[src/rtl/spi_frame_receiver.sv]
// spi_frame_receiver
//   SPI slave frame controller: mode 0 (CPOL=0, CPHA=0), MSB first.
//   The clock must run at least 8x faster than sclk.
//   - sclk, cs_n and mosi pass through 2-flop synchronisers. Edges of sclk and cs_n
//     are detected by comparing the synchronised value with its previous value.
//   - An IDLE/SHIFT/ABORT FSM frames the transfer and assembles MOSI bits into words.
//   - Completed words are held in an rx FIFO with a valid/ready interface.
//   - Host-supplied tx words are serialised onto MISO.
//
// Build option: define SPI_RX_TIMEOUT_EN to abort a frame after TIMEOUT_CYCLES
//   clocks with no sclk edge. Without it, no idle counter is built, ABORT is never
//   entered, and rx_timeout stays 0.
//
// Ports
//   clock, reset    system clock; synchronous active-high reset
//   sclk, cs_n      asynchronous SPI clock and active-low chip select
//   mosi            asynchronous SPI data in
//   miso            SPI data out; 0 outside an active frame
//   rx_data         FIFO head word, valid only while rx_valid=1
//   rx_valid        FIFO not empty
//   rx_ready        pops the FIFO head when rx_valid is also 1
//   rx_overflow     1-cycle pulse: a completed word was dropped because the FIFO was full
//   tx_data         next word to shift out on MISO
//   tx_valid        tx_data is available
//   tx_ready        1-cycle pulse: tx_data was loaded into the shifter
//   frame_active    FSM is in SHIFT
//   frame_done      1-cycle pulse when cs_n rises during SHIFT
//   frame_short     qualifies frame_done: a partial word was discarded
//   rx_timeout      1-cycle pulse: the frame was aborted by the idle timeout
module spi_frame_receiver #(
  parameter int unsigned WORD_BITS      = 8,
  parameter int unsigned FIFO_DEPTH     = 4,
  parameter int unsigned TIMEOUT_CYCLES = 1024
) (
  input  logic                 clock,
  input  logic                 reset,
  input  logic                 sclk,
  input  logic                 cs_n,
  input  logic                 mosi,
  output logic                 miso,
  output logic [WORD_BITS-1:0] rx_data,
  output logic                 rx_valid,
  input  logic                 rx_ready,
  output logic                 rx_overflow,
  input  logic [WORD_BITS-1:0] tx_data,
  input  logic                 tx_valid,
  output logic                 tx_ready,
  output logic                 frame_active,
  output logic                 frame_done,
  output logic                 frame_short,
  output logic                 rx_timeout
);

  localparam int unsigned CW = $clog2(WORD_BITS);
  localparam int unsigned AW = $clog2(FIFO_DEPTH);
  localparam logic [CW-1:0] LAST_BIT = CW'(WORD_BITS - 1);
  localparam logic [AW:0]   FULL_CNT = (AW+1)'(FIFO_DEPTH);

  if (WORD_BITS < 2 || WORD_BITS > 32) begin : g_bad_word_bits
    $error("spi_frame_receiver: WORD_BITS must be in 2..32");
  end
  if (FIFO_DEPTH < 2 || (FIFO_DEPTH & (FIFO_DEPTH - 1)) != 0) begin : g_bad_fifo_depth
    $error("spi_frame_receiver: FIFO_DEPTH must be a power of two >= 2");
  end
  if (TIMEOUT_CYCLES < 1) begin : g_bad_timeout
    $error("spi_frame_receiver: TIMEOUT_CYCLES must be >= 1");
  end

  typedef enum logic [1:0] {
    ST_IDLE,
    ST_SHIFT,
    ST_ABORT
  } state_e;

  // synchronisers and edge detectors
  logic sclk_meta_q, sclk_meta_d, sclk_sync_q, sclk_sync_d, sclk_prev_q, sclk_prev_d;
  logic cs_meta_q, cs_meta_d, cs_sync_q, cs_sync_d, cs_prev_q, cs_prev_d;
  logic mosi_meta_q, mosi_meta_d, mosi_sync_q, mosi_sync_d;

  // frame state
  state_e                 state_q, state_d;
  logic [CW-1:0]          bit_cnt_q, bit_cnt_d;
  logic                   words_done_q, words_done_d;
  logic [WORD_BITS-2:0]   shift_in_q, shift_in_d;
  logic [WORD_BITS-1:0]   tx_shift_q, tx_shift_d;

  // rx FIFO
  logic [WORD_BITS-1:0]   fifo_mem_q [FIFO_DEPTH];
  logic [WORD_BITS-1:0]   fifo_mem_d [FIFO_DEPTH];
  logic [AW-1:0]          wr_ptr_q, wr_ptr_d, rd_ptr_q, rd_ptr_d;
  logic [AW:0]            fifo_cnt_q, fifo_cnt_d;

  // registered outputs
  logic rx_valid_q, rx_valid_d;
  logic rx_overflow_q, rx_overflow_d;
  logic tx_ready_q, tx_ready_d;
  logic frame_active_q, frame_active_d;
  logic frame_done_q, frame_done_d;
  logic frame_short_q, frame_short_d;
  logic rx_timeout_q, rx_timeout_d;

`ifdef SPI_RX_TIMEOUT_EN
  localparam int unsigned IW = $clog2(TIMEOUT_CYCLES + 1);
  localparam logic [IW-1:0] IDLE_LAST = IW'(TIMEOUT_CYCLES - 1);
  logic [IW-1:0] idle_cnt_q, idle_cnt_d;
`endif

  logic                 sclk_rise, sclk_fall, cs_rise, cs_fall;
  logic                 tx_load, push, pop, push_ok, fifo_full;
  logic [WORD_BITS-1:0] rx_word;

  always_comb begin
    sclk_meta_d = sclk;
    sclk_sync_d = sclk_meta_q;
    sclk_prev_d = sclk_sync_q;
    cs_meta_d   = cs_n;
    cs_sync_d   = cs_meta_q;
    cs_prev_d   = cs_sync_q;
    mosi_meta_d = mosi;
    mosi_sync_d = mosi_meta_q;

    sclk_rise = sclk_sync_q & ~sclk_prev_q;
    sclk_fall = ~sclk_sync_q & sclk_prev_q;
    cs_rise   = cs_sync_q & ~cs_prev_q;
    cs_fall   = ~cs_sync_q & cs_prev_q;

    state_d       = state_q;
    bit_cnt_d     = bit_cnt_q;
    words_done_d  = words_done_q;
    shift_in_d    = shift_in_q;
    tx_shift_d    = tx_shift_q;
    tx_load       = 1'b0;
    push          = 1'b0;
    rx_word       = {shift_in_q, mosi_sync_q};
    frame_done_d  = 1'b0;
    frame_short_d = 1'b0;
    rx_timeout_d  = 1'b0;
    tx_ready_d    = 1'b0;
`ifdef SPI_RX_TIMEOUT_EN
    idle_cnt_d    = idle_cnt_q;
`endif

    case (state_q)
      ST_IDLE: begin
        if (cs_fall) begin
          state_d      = ST_SHIFT;
          bit_cnt_d    = '0;
          words_done_d = 1'b0;
          tx_load      = 1'b1;
`ifdef SPI_RX_TIMEOUT_EN
          idle_cnt_d   = '0;
`endif
        end
      end
      ST_SHIFT: begin
`ifdef SPI_RX_TIMEOUT_EN
        idle_cnt_d = (sclk_rise | sclk_fall) ? '0 : idle_cnt_q + IW'(1);
`endif
        // cs_n rise wins over an sclk edge seen in the same cycle
        if (cs_rise) begin
          state_d       = ST_IDLE;
          frame_done_d  = 1'b1;
          frame_short_d = (bit_cnt_q != '0);
        end else if (sclk_rise) begin
          shift_in_d = rx_word[WORD_BITS-2:0];
          if (bit_cnt_q == LAST_BIT) begin
            bit_cnt_d    = '0;
            push         = 1'b1;
            words_done_d = 1'b1;
          end else begin
            bit_cnt_d = bit_cnt_q + CW'(1);
          end
        end else if (sclk_fall) begin
          // a word boundary reloads the shifter; the very first fall shifts instead
          if (bit_cnt_q == '0 && words_done_q) begin
            tx_load = 1'b1;
          end else begin
            tx_shift_d = {tx_shift_q[WORD_BITS-2:0], 1'b0};
          end
        end
`ifdef SPI_RX_TIMEOUT_EN
        else if (idle_cnt_q == IDLE_LAST) begin
          state_d      = ST_ABORT;
          rx_timeout_d = 1'b1;
        end
`endif
      end
      ST_ABORT: begin
        if (cs_rise) begin
          state_d = ST_IDLE;
        end
      end
      default: state_d = ST_IDLE;
    endcase

    if (tx_load) begin
      tx_shift_d = tx_valid ? tx_data : '0;
      tx_ready_d = tx_valid;
    end

    // rx FIFO: a push into a full FIFO still succeeds if a pop happens in the same cycle
    fifo_full     = (fifo_cnt_q == FULL_CNT);
    pop           = (fifo_cnt_q != '0) & rx_ready;
    push_ok       = push & (~fifo_full | pop);
    rx_overflow_d = push & fifo_full & ~pop;

    fifo_mem_d = fifo_mem_q;
    wr_ptr_d   = wr_ptr_q;
    rd_ptr_d   = rd_ptr_q;
    fifo_cnt_d = fifo_cnt_q;
    if (push_ok) begin
      fifo_mem_d[wr_ptr_q] = rx_word;
      wr_ptr_d             = wr_ptr_q + AW'(1);
    end
    if (pop) begin
      rd_ptr_d = rd_ptr_q + AW'(1);
    end
    case ({push_ok, pop})
      2'b10:   fifo_cnt_d = fifo_cnt_q + (AW+1)'(1);
      2'b01:   fifo_cnt_d = fifo_cnt_q - (AW+1)'(1);
      default: fifo_cnt_d = fifo_cnt_q;
    endcase

    rx_valid_d     = (fifo_cnt_d != '0);
    frame_active_d = (state_d == ST_SHIFT);
  end

  always_ff @(posedge clock) begin
    if (reset) begin
      sclk_meta_q    <= 1'b0;
      sclk_sync_q    <= 1'b0;
      sclk_prev_q    <= 1'b0;
      cs_meta_q      <= 1'b0;
      cs_sync_q      <= 1'b0;
      cs_prev_q      <= 1'b0;
      mosi_meta_q    <= 1'b0;
      mosi_sync_q    <= 1'b0;
      state_q        <= ST_IDLE;
      bit_cnt_q      <= '0;
      words_done_q   <= 1'b0;
      shift_in_q     <= '0;
      tx_shift_q     <= '0;
      wr_ptr_q       <= '0;
      rd_ptr_q       <= '0;
      fifo_cnt_q     <= '0;
      rx_valid_q     <= 1'b0;
      rx_overflow_q  <= 1'b0;
      tx_ready_q     <= 1'b0;
      frame_active_q <= 1'b0;
      frame_done_q   <= 1'b0;
      frame_short_q  <= 1'b0;
      rx_timeout_q   <= 1'b0;
`ifdef SPI_RX_TIMEOUT_EN
      idle_cnt_q     <= '0;
`endif
    end else begin
      sclk_meta_q    <= sclk_meta_d;
      sclk_sync_q    <= sclk_sync_d;
      sclk_prev_q    <= sclk_prev_d;
      cs_meta_q      <= cs_meta_d;
      cs_sync_q      <= cs_sync_d;
      cs_prev_q      <= cs_prev_d;
      mosi_meta_q    <= mosi_meta_d;
      mosi_sync_q    <= mosi_sync_d;
      state_q        <= state_d;
      bit_cnt_q      <= bit_cnt_d;
      words_done_q   <= words_done_d;
      shift_in_q     <= shift_in_d;
      tx_shift_q     <= tx_shift_d;
      wr_ptr_q       <= wr_ptr_d;
      rd_ptr_q       <= rd_ptr_d;
      fifo_cnt_q     <= fifo_cnt_d;
      rx_valid_q     <= rx_valid_d;
      rx_overflow_q  <= rx_overflow_d;
      tx_ready_q     <= tx_ready_d;
      frame_active_q <= frame_active_d;
      frame_done_q   <= frame_done_d;
      frame_short_q  <= frame_short_d;
      rx_timeout_q   <= rx_timeout_d;
`ifdef SPI_RX_TIMEOUT_EN
      idle_cnt_q     <= idle_cnt_d;
`endif
    end
    // storage needs no reset: rx_data is only meaningful while rx_valid=1
    fifo_mem_q <= fifo_mem_d;
  end

  // both terms are flops; frame_active_q gates MISO low outside SHIFT, including ABORT
  assign miso         = frame_active_q & tx_shift_q[WORD_BITS-1];
  assign rx_data      = fifo_mem_q[rd_ptr_q];
  assign rx_valid     = rx_valid_q;
  assign rx_overflow  = rx_overflow_q;
  assign tx_ready     = tx_ready_q;
  assign frame_active = frame_active_q;
  assign frame_done   = frame_done_q;
  assign frame_short  = frame_short_q;
  assign rx_timeout   = rx_timeout_q;

endmodule

[config.mk]
export PLATFORM = sky130hd
export DESIGN_NAME = spi_frame_receiver
export DESIGN_NICKNAME = d
export VERILOG_FILES = /design/src/rtl/spi_frame_receiver.sv
export SDC_FILE = /design/constraint.sdc
export NUM_CORES = 1
export LEC_CHECK = 0
export CAP_MARGIN = 25
export CORE_ASPECT_RATIO = 0.7
export CORE_MARGIN = 2
export CORE_UTILIZATION = 54
export CTS_BUF_LIST = sky130_fd_sc_hd__clkbuf_8
export DETAILED_ROUTE_END_ITERATION = 10
export PLACE_DENSITY = 0.84
export SKIP_CTS_REPAIR_TIMING = 1
export SLEW_MARGIN = 20
export SYNTH_ARGS = -nofsm -noshare
export SYNTH_HDL_FRONTEND = slang
export SYNTH_SLANG_ARGS = --single-unit
[constraint.sdc]
create_clock -name clock -period 2.88 [get_ports clock]
set_input_delay 0.288 -clock clock [delete_from_list [all_inputs] [get_ports clock]]
set_output_delay 0.288 -clock clock [all_outputs]
set_load 0.005 [all_outputs]
======== Word level (Yosys, flattened, before mapping) ========
Cells that the tools add are included.
operators by class
  $add $sub $neg .......................... 5
  magnitude comparators ................... 3
  equal/unequal tests ..................... 14
  mux-type cells .......................... 38
  bitwise operators ....................... 21
  reduce and logical (&&, ||, !) cells .... 18
operators by type and width
  cell                                                                     count
  8-bit two-way mux                                                        10
  32-bit bitwise mux                                                       1
  8-bit binary-select mux with 2-bit select                                1
  8-bit demux with 2-bit select                                            1
  1-bit two-way mux                                                        14
  3-bit two-way mux                                                        4
  3-bit one-hot mux with 2 select lines                                    2
  2-bit inequality test, second input constant                             5
  5-bit AND reduction                                                      2
  1-bit AND                                                                9
  1-bit NOT                                                                9
  3-bit nonzero test                                                       3
  3-bit by 1-bit adder with 3-bit output, second input constant            2
  2-bit by 1-bit == test with 1-bit output, second input constant          3
  3-bit == test, second input constant                                     2
  3-bit >= comparator, second input constant                               2
  2-bit NOT with 3-bit output                                              2
  2-bit nonzero test                                                       3
  2-bit OR reduction                                                       3
  2-bit by 1-bit adder with 2-bit output, second input constant            2
  2-bit == test, second input constant                                     2
  2-bit two-way mux                                                        2
  2-bit by 1-bit inequality test with 1-bit output, second input constant  2
  1-bit one-hot mux with 2 select lines                                    2
  10 further kinds                                                         11
storage, ports and cells
  flip-flop bits (word level) ............. 74
  output and inout bits ................... 16
  logic and storage cells ................. 125

======== Longest topological paths before layout ========
Gate-level depths: netlist (run 1).
  depth in word-level cells ............... 9
  mapped depth ............................ 10

======== Worst setup path before layout (run 1) ========
OpenSTA, ideal clock, no wires.
  path kind ............................... flip-flop to flip-flop
  from .................................... register state_q[0]
  to ...................................... register rx_valid_q, in the netlist rx_valid
  arrival ................................. 2.246 ns
  required time ........................... 2.803 ns
  setup slack ............................. 0.558 ns
  stages on the path, launching flop included .. 10
  path buffers ............................ 1
  period minus slack after synthesis ...... 2.322 ns
  path through ............................ dfxtp_1 > ha_1 > nand3b_1 > or3b_1 > buf_6 > nand2_1 > fa_1 > and2_1 > mux2_2 > a41oi_2
on the way
  longest elaborated chain between the ends .. 6
ends and longest elaborated chain
  item                                                                              line  text
  from (decl)                                                                       81    state_e state_q, state_d;
  from (signal assigned)                                                            265   state_q <= state_d;
  2-bit by 1-bit == test with 1-bit output (*)                                      143   case (state_q)
  1-bit two-way mux (*)                                                             143
  1-bit AND (*)                                                                     204   push_ok = push & (~fifo_full | pop);
  2-bit by 1-bit == test with 1-bit output / 2-bit == test (equally long branches)  218   case ({push_ok, pop})
  3-bit one-hot mux with 2 select lines (*)                                         218
  3-bit nonzero test (*)                                                            224   rx_valid_d = (fifo_cnt_d != '0);
  to (signal assigned)                                                              273   rx_valid_q <= rx_valid_d;
  to (decl)                                                                         94    logic rx_valid_q, rx_valid_d;
Every way passes the cells marked *; elsewhere a longest branch is shown, timed or not.
A chain may end at the register's enable or synchronous reset.

======== Worst setup path in the final report (run 1) ========
Same ends and word-level chain as after synthesis.

==> results of run 1 <==
per-stage QoR:
step	cells	hold slack [ns]	setup slack [ns]	utilization, %	power [uW]
after floorplan	237	0.372	0.558	-	1440
after global placement	329	0.429	0.410	62.9	1550
after detailed placement	329	0.432	0.319	62.9	1560
after CTS	345	0.450	0.265	66.7	2360
after global routing	345	0.474	0.0833	66.7	2440
final	345	0.447	0.246	66.7	2340
registers in the layout (all words and copies together), names as in the netlist, 2 cells and up:
register,flops
fifo_cnt_q,3
tx_shift_q,8
shift_in_q,7
wr_ptr_q,2
rd_ptr_q,2
state_q,2
bit_cnt_q,3
fifo_mem_q,32
cells in the final DEF (no fill, tap or decap), types with 2 or more instances in the layout:
master	instances
edfxtp_1	32
inv_1	10
clkinv_4	3
nor2b_1	13
xnor2_1	3
nor3b_1	3
nand3b_1	3
nand2b_1	2
nand3_1	3
nor3_1	10
nand2_1	5
and2_1	7
clkdlybuf4s50_1	29
mux2i_1	12
dfxtp_1	42
nor2_1	22
mux4_2	8
ha_1	10
a21oi_1	10
a31oi_1	2
o22ai_1	9
o21a_1	2
clkbuf_8	9
cell families (layout without fill, tap and decap cells):
kind of cell | Yosys count | count (layout) | share of synthesized area, %
simple gates | 75 | 75 | 13.3
xor+xnor | 4 | 4 | 1.17
mux | 22 | 22 | 11.1
compound gates | 30 | 30 | 6.50
buf+inv | 20 | 56 | 2.88
flops | 74 | 74 | 60.0
fa+ha+maj | 11 | 11 | 4.84
other cells | 1 | 1 | 0.125
cells in the mapped netlist, drive strengths merged:
cell type  instances
mux2               1
nor2              22
o21a               2
a21oi             10
edfxtp            32
clkbuf             6
nor2b             13
o21ai              1
and2               7
o22ai              9
dfxtp             42
buf                4
fa                 1
ha                10
a2bb2oi            1
nand4b             1
or3                1
nand2              5
mux2i             13
a211oi             1
or2                1
conb               1
a41oi              1
a22oi              1
xnor2              3
xor2               1
a21o               1
a31oi              2
nor4               1
nor3              10
inv               10
nor3b              3
o31a               1
or4                1
nand3              3
or3b               1
nand3b             3
nand2b             2
or2b               1
mux4               8
power by group through the flow:
stage	Clock (uW)	Sequential (uW)	Combinational (uW)
after detailed placement	0	1200	361
after global placement	0	1200	347
after CTS	815	1180	368
after floorplan	0	1160	276
final	800	1180	364
after global routing	860	1180	395
layout make-up:
type	instances	share of cell area, %
Tap cell	72	2.54
Clock buffer	9	3.50
Timing Repair Buffer	30	8.41
Inverter	10	1.06
Sequential cell	74	50.9
Multi-Input combinational cell	143	31.4
Clock inverter	7	2.19
final timing paths:
| kind | from | end | slack [ns] | cells after the start |
|---|---|---|---|---|
| max reg2reg | state_q[0] | rx_valid | 0.25 | 8 |
| max | state_q[0] | rx_valid | 0.25 | 8 |
| min | cs_meta_q | cs_prev_d | 0.45 | 1 |
| min reg2reg | cs_meta_q | cs_prev_d | 0.45 | 1 |
layer usage:
metal	GRT usage [%]	part of all wire (%)
met1	24.5	47
met2	29.3	47
met3	8.67	5.0
met4	6.99	0.98
met5	0	0
==> impl_metrics.toml, run 1 <==
[grt]
grt_overflow_total = 0
grt_pass1_wl_mm = 8.60
grt_use_total_pct = 19.3
grt_max_degree = 32
antenna_found_initial = 0
grt_pass1_vias = 1796

[logic_synthesis]
synth_top_area_share_pct = 32.0
seq_area_frac_synth_pct = 60.0
synth.distinct_cells = 43
syn_nets = 263
yosysTopAreaCell = "edfxtp_1"
yosys_warnings = 0
ys_top_cells_by_area = "edfxtp_1 (32%), dfxtp_1 (28%), mux4_2 (6.0%)"
netlist_area_um2 = 3000
syn_avg_cell_area_um2 = 12.7
synth-seq-cells = 74
syn_inst = 237

[power]
p_leak_uw = 0.00122
ir_worst_vdd_mv = 0.392
pwr-share-seq_pct = 50.2
comb_power_share_pct = 15.6
power.switching_uw = 594
pwr-share-clk_pct = 34.2
internal_power_uw = 1750
powerDensity_nw_per_um2 = 660
switching_share_pct = 25.4

[sta]
tightest_slew_ns = 0.828
setup-tns-final_ns = 0
min_period_over_period_pct = 91.5
slew_headroom_pct = 44.6
drv_slew = 0
setup_viol = 0
max_freq_mhz = 380
rsz0062_at_grt = "no"
hold_violations = 0
min_period_ns = 2.63
finalClockSkew_ns = 0.00798

[critical_path]
endpoint_kind = "flip-flop"
crit_chain = "ha_1 > nand3b_1 > or3b_1 > nand2_1 > fa_1 > and2_1 > mux2_2 > a41oi_2"
cp-start-kind = "flip-flop"
required_ns = 3.16
cp.arrival_ns = 2.92
path_max_fanout = 8
worstSetupPathType = "flip-flop to flip-flop"
path_delay_family = "simple AND/OR/NAND/NOR gates"
crit_slowest_cell = "or3b_1"
cpPeakStageDelay_ns = 0.54
critPathBufInv = 0

[placed_design]
place_area_um2 = 3340
gp_congestion = 0.872
hpwl_mm = 3.62
port_buffers = 29

[worst_hold_path]
hold_class = "flip-flop to flip-flop"

[cells_and_area]
diodes = 0
multi_input_area_um2 = 1110
final_nets = 294
postLayoutCellArea_um2 = 3540
fill_cells = 374
drive_above_1_share_pct = 10.6
seq_area_um2 = 1800
area_growth_pct = 18.0

[floorplan]
die_area_um2 = 6180
dieHeight_um = 66.4
rows = 22
io_pins = 31
start_util_pct = 56.5
fp.coreArea_um2 = 5310
die_w_um = 93.1

[cts]
cts_tree = "built"
clk_latency_ns = 0.36
htreeDepth = 3
cts_max_path_buffers = 2
cts_root_buffer = "clkbuf_8"
path_clk_slew_ns = 0.08
numCtsBuffers = 9
cts.sinks = 74

[detailed_routing]
drcViolationCount = 0
dr.pass1.iters = 4
drtIter0Drc = 88
viasPerCell = 5.38
ant_nets = 0
drt-total-wl_mm = 5.32
routed-via-count = 1855
wl_per_cell_um = 15.4

[run]
drv_cap = 0

[status]
status = "complete, no violations"
Power figures use the tool's default switching activity.
==> inputs of run 2 (changes only) <==
Settings changed: ABC_AREA set to 1.
==> run 2 against run 1 <==
Worst hold slack got worse by 0.035 ns. Largest cell class unchanged. Critical endpoint is now rx_data[2]. Clock skew about the same. Critical path depth shrank 3. Setup slack improved by 0.20 ns. Sequential power barely moved. Power is 8.6% higher.
==> impl_metrics.toml, run 2 <==
[status]
status = "complete, no violations"

[cts]
path_clk_slew_ns = 0.08
cts_max_path_buffers = 2
cts.sinks = 74
htreeDepth = 3
cts_tree = "built"
clk_latency_ns = 0.35
cts_root_buffer = "clkbuf_8"
numCtsBuffers = 9

[critical_path]
worstSetupPathType = "flip-flop to primary output"
required_ns = 2.59
path_max_fanout = 18
cp-start-kind = "flip-flop"
rr_worst_depth = 13
cpPeakStageDelay_ns = 0.54
endpoint_kind = "primary output"
crit_slowest_cell = "clkdlybuf4s50_1"
crit_chain = "buf_4 > inv_1 > o21ai_0 > o22ai_1 > clkdlybuf4s50_1"
cp.arrival_ns = 2.14

[logic_synthesis]
ys_top_cells_by_area = "edfxtp_1 (31%), dfxtp_1 (27%), nor2_1 (7.1%)"
yosys_warnings = 0
netlist_area_um2 = 3070
seq_area_frac_synth_pct = 58.8
synth_edf_count = 32
synth-seq-cells = 74
syn_avg_cell_area_um2 = 9.43
async_flop_share_pct = 0
yosysTopAreaCell = "edfxtp_1"
synthFlopType = "dfxtp_1"
syn_inst = 325
synth.distinct_cells = 31
syn_nets = 351
yosysMostFrequentCell = "nor2_1"
synthTopCellsByCount = "nor2_1 (58), dfxtp_1 (42), o21ai_0 (37)"
synth_top_area_share_pct = 31.3

[detailed_routing]
viasPerCell = 5.42
dr.pass1.iters = 5
drt-total-wl_mm = 6.41
ant_nets = 0
drcViolationCount = 0
wl_per_cell_um = 14.7
drtIter0Drc = 224
routed-via-count = 2361

[power]
ir_worst_vdd_mv = 0.297
powerDensity_nw_per_um2 = 698
p_leak_uw = 0.00145

[cells_and_area]
regMostFlops = "fifo_mem_q"
mostFrequentLayoutCells = "nor2_1 (58), dfxtp_1 (42), o21ai_0 (37)"
area_growth_pct = 18.7
drive_above_1_share_pct = 9.07
postLayoutCellArea_um2 = 3640
finalNonFillerCells = 436
final_util_pct = 67.8
final_nets = 385
largest_reg_flops = 32
top_regs = "fifo_mem_q: 32 flops, tx_shift_q: 8 flops, shift_in_q: 7 flops"
layout_commonest_cell = "nor2_1"
diodes = 0

[worst_hold_path]
hold_class = "flip-flop to flip-flop"
hold_depth = 2

[sta]
min_period_over_period_pct = 84.4
finalClockSkew_ns = 0.00807
drv_slew = 0
tightest_slew_ns = 0.649
hold_violations = 0
slew_headroom_pct = 56.5
max_freq_mhz = 411
setup_viol = 0
rsz0062_at_grt = "no"
setup-tns-final_ns = 0
min_period_ns = 2.43

[placed_design]
port_buffers = 29
place_area_um2 = 3420
gp_congestion = 0.897
hpwl_mm = 4.26
placedCellCount = 420

[floorplan]
fp.coreArea_um2 = 5370
start_util_pct = 57.1
io_pins = 31
rows = 22
dieHeight_um = 67.0
die_area_um2 = 6300
die_w_um = 94.1

[run]
drv_cap = 0

[grt]
grt_max_degree = 24
grt_pass1_vias = 2175
grt_overflow_total = 0
antenna_found_initial = 0
grt_pass1_wl_mm = 10.4
grt_use_total_pct = 22.8
[run 2: cell types whose count changed in the layout (fill, tap and decap cells not counted), sizes merged, moves of 11 or more]
| cell | delta |
|---|---|
| nor2 | +38 |
| o21ai | +38 |
| nand2 | +36 |
| inv | +25 |
| mux2i | -13 |
| nor2b | -13 |
| nand3 | +11 |
[run 2: per-layer routing]
layer,vias to the layer above,global-route usage [%],wire length [um]
met4,0,8.33,165
met3,17,9.62,380
li1,1157,-,-
met1,1092,30.8,3110
met2,95,32.7,2750
met5,-,0,0
[run 2: power by group]
group / internal [uW] / leakage [uW] / switching [uW]
registers: 1130 / 0.000688 / 27.3
clock network: 486 / 0.000107 / 389
logic: 225 / 0.000660 / 284
total: 1840 / 0.00145 / 701
[run 2: kinds of logic after synthesis]
kind of cell / Yosys count / share of synthesized area, %
and+or+nand+nor: 120 / 17.1
DFF: 74 / 58.8
other: 1 / 0.122
buffers and inverters: 47 / 6.33
adders and majority gates: 11 / 4.73
AOI/OAI and AO/OA: 72 / 12.9
[run 2: metrics by stage]
step | hold WS, ns | total power [uW] | worst slack [ns]
finish | 0.413 | 2540 | 0.448
global route | 0.431 | 2670 | 0.336
CTS | 0.413 | 2550 | 0.454
detailed placement | 0.400 | 1680 | 0.757
global placement | 0.391 | 1660 | 0.824
floorplan | 0.388 | 1480 | 1.02
[run 2: area by class of cell]
type / instances / area (um2)
multi-input cells: 204 / 1070
inverters: 37 / 140
repair buffers: 33 / 320
flip-flops and latches: 74 / 1800
clock buffers: 9 / 124
clock inverters: 7 / 93.8
well taps: 72 / 90.1
fillers: 416 / 1730
[run 2: path summary, 6_finish.rpt]
check,start,end,slack [ns]
min reg2reg,sclk_meta_q,sclk_prev_d,0.41
max,rd_ptr_q[0],rx_data[2],0.45
max reg2reg,bit_cnt_q[0],rx_valid,0.80
min,sclk_meta_q,sclk_prev_d,0.41
[run 2: worst max-delay path, delay by kind of cell (launching register included)]
kind	cells	cell delay (ns)
buffers and inverters	3	1.11
AO/OA/AOI/OAI	2	0.38
flip-flops	1	0.30
==> inputs of run 3 (changes only) <==
Clock period 2.88 ns to 2.4 ns, I/O delays scaled along.
==> run 3 against run 2 <==
Clock-buffer cell count is the same. Combinational power is 17% higher. Sequential power rose by 20%. Register-to-register slack worse by 0.54 ns. Largest cell class unchanged. Worst hold slack got worse by 0.013 ns. Final area is 0.48% lower. Setup slack lost 0.22 ns. Routed wire length fell by 5.5%. Highest routed layer unchanged.
==> impl_metrics.toml, run 3 (synthesis gave the netlist of run 2 again) <==
[cells_and_area]
diodes = 0
mostFrequentLayoutCells = "nor2_1 (58), dfxtp_1 (42), o21ai_0 (37)"
drive_above_1_share_pct = 10.1
layout_commonest_cell = "nor2_1"
area_growth_pct = 18.2
final_util_pct = 67.5
largest_reg_flops = 32
regMostFlops = "fifo_mem_q"
finalNonFillerCells = 440
final_nets = 389
multi_input_area_um2 = 1070
fill_cells = 401
top_regs = "fifo_mem_q: 32 flops, tx_shift_q: 8 flops, shift_in_q: 7 flops"
seq_area_um2 = 1800

[detailed_routing]
dr.pass1.iters = 4
viasPerCell = 5.33
drcViolationCount = 0
drt-total-wl_mm = 6.06
drtIter0Drc = 168
wl_per_cell_um = 13.8
routed-via-count = 2346
ant_nets = 0

[grt]
grt_pass1_vias = 2272
grt_max_degree = 24
grt_overflow_total = 0
antenna_found_initial = 0
grt_use_total_pct = 21.8
grt_pass1_wl_mm = 10.3

[cts]
cts.sinks = 74
cts_max_path_buffers = 2
cts_root_buffer = "clkbuf_8"
path_clk_slew_ns = 0.08
numCtsBuffers = 9
htreeDepth = 3
clk_latency_ns = 0.35
cts_tree = "built"

[status]
status = "complete, no violations"

[placed_design]
gp_congestion = 0.907
hpwl_mm = 4.17
placedCellCount = 424
port_buffers = 29

[sta]
tightest_slew_ns = 0.632
holdWs_ns = 0.399
drv_slew = 0
setup-tns-final_ns = 0
setup_viol = 0
min_period_ns = 2.17
slew_headroom_pct = 57.9
rsz0062_at_grt = "no"
max_freq_mhz = 461
hold_violations = 0
min_period_over_period_pct = 90.4
finalClockSkew_ns = 0.0128

[power]
power.switching_uw = 815
powerDensity_nw_per_um2 = 776
comb_power_share_pct = 21.2
pwr-share-clk_pct = 29.4
p_leak_uw = 0.00145
internal_power_uw = 2000
switching_share_pct = 29.0
ir_worst_vdd_mv = 0.288
pwr-share-seq_pct = 49.4
power_uw = 2810

[critical_path]
cp-start-kind = "flip-flop"
r2r_slack_ns = 0.26
endpoint_kind = "primary output"
cp.arrival_ns = 1.93
rr_endpoint = "rx_valid"
required_ns = 2.16
worstSetupPathType = "flip-flop to primary output"
rr_worst_depth = 13
path_max_fanout = 17
r2r_start = "bit_cnt_q[0]"

[worst_hold_path]
hold_class = "input pin to flip-flop"
hold_depth = 3
min_from = "sclk"
min_to = "sclk_meta_q"

[floorplan]
die_w_um = 94.1
start_util_pct = 57.1
dieHeight_um = 67.0
io_pins = 31
die_area_um2 = 6300
fp.coreArea_um2 = 5370
rows = 22

[run]
drv_cap = 0
run 3: changes by cell type in the layout (fill, tap and decap cells not counted):
cell	change
buf_4	+4
bufinv_16	-2
clkinv_2	+1
clkinvlp_4	+1
run 3: layout make-up:
type	instances	share of cell area [%]
Sequential cell	74	49.7
Multi-Input combinational cell	204	29.5
Timing Repair Buffer	37	9.67
Inverter	37	3.87
Clock buffer	9	3.42
Tap cell	72	2.49
Clock inverter	7	1.28
run 3: power groups by stage:
stage / Clock, uW / Combinational, uW / Sequential [uW]
2_1_floorplan: 0 / 365 / 1410
3_5_place_dp: 0 / 591 / 1420
6_report: 826 / 596 / 1390
4_1_cts: 833 / 597 / 1390
5_1_grt: 884 / 687 / 1400
3_3_place_gp: 0 / 567 / 1420
run 3: per-stage QoR:
| step | setup WS [ns] | area (um2) |
|---|---|---|
| 2_1_floorplan | 0.544 | 3070 |
| 4_1_cts | 0.236 | 3620 |
| 3_3_place_gp | 0.420 | 3450 |
| 3_5_place_dp | 0.358 | 3450 |
| 6_report | 0.231 | 3620 |
| 5_1_grt | 0.0284 | 3620 |
run 3: metal layers:
metal  up-vias  global-route usage [%]  part of all wire (%)
met1      1087                    27.9                    44
li1       1158                       -                     -
met4         0                    8.51                   1.7
met5         -                       0                     0
met2        91                    33.9                    45
met3        10                    7.81                   8.9
run 3: critical path: stages, from the launching register on:
cell	delay [ns]
dfxtp_1	0.31
inv_1	0.37
o21ai_0	0.19
o22ai_1	0.16
clkdlybuf4s50_1	0.55
run 3: how the worst max path moves through the flow:
| stage | endpoint | start | slack, ns |
|---|---|---|---|
| global route | rx_data[2] | rd_ptr_q[0] | 0.03 |
| floorplan | rx_valid | bit_cnt_q[0] | 0.54 |
| global placement | rx_valid | rx_ready | 0.42 |
| detailed placement | rx_valid | bit_cnt_q[0] | 0.36 |
| finish | rx_data[2] | rd_ptr_q[0] | 0.23 |
| CTS | rx_data[2] | rd_ptr_q[0] | 0.24 |
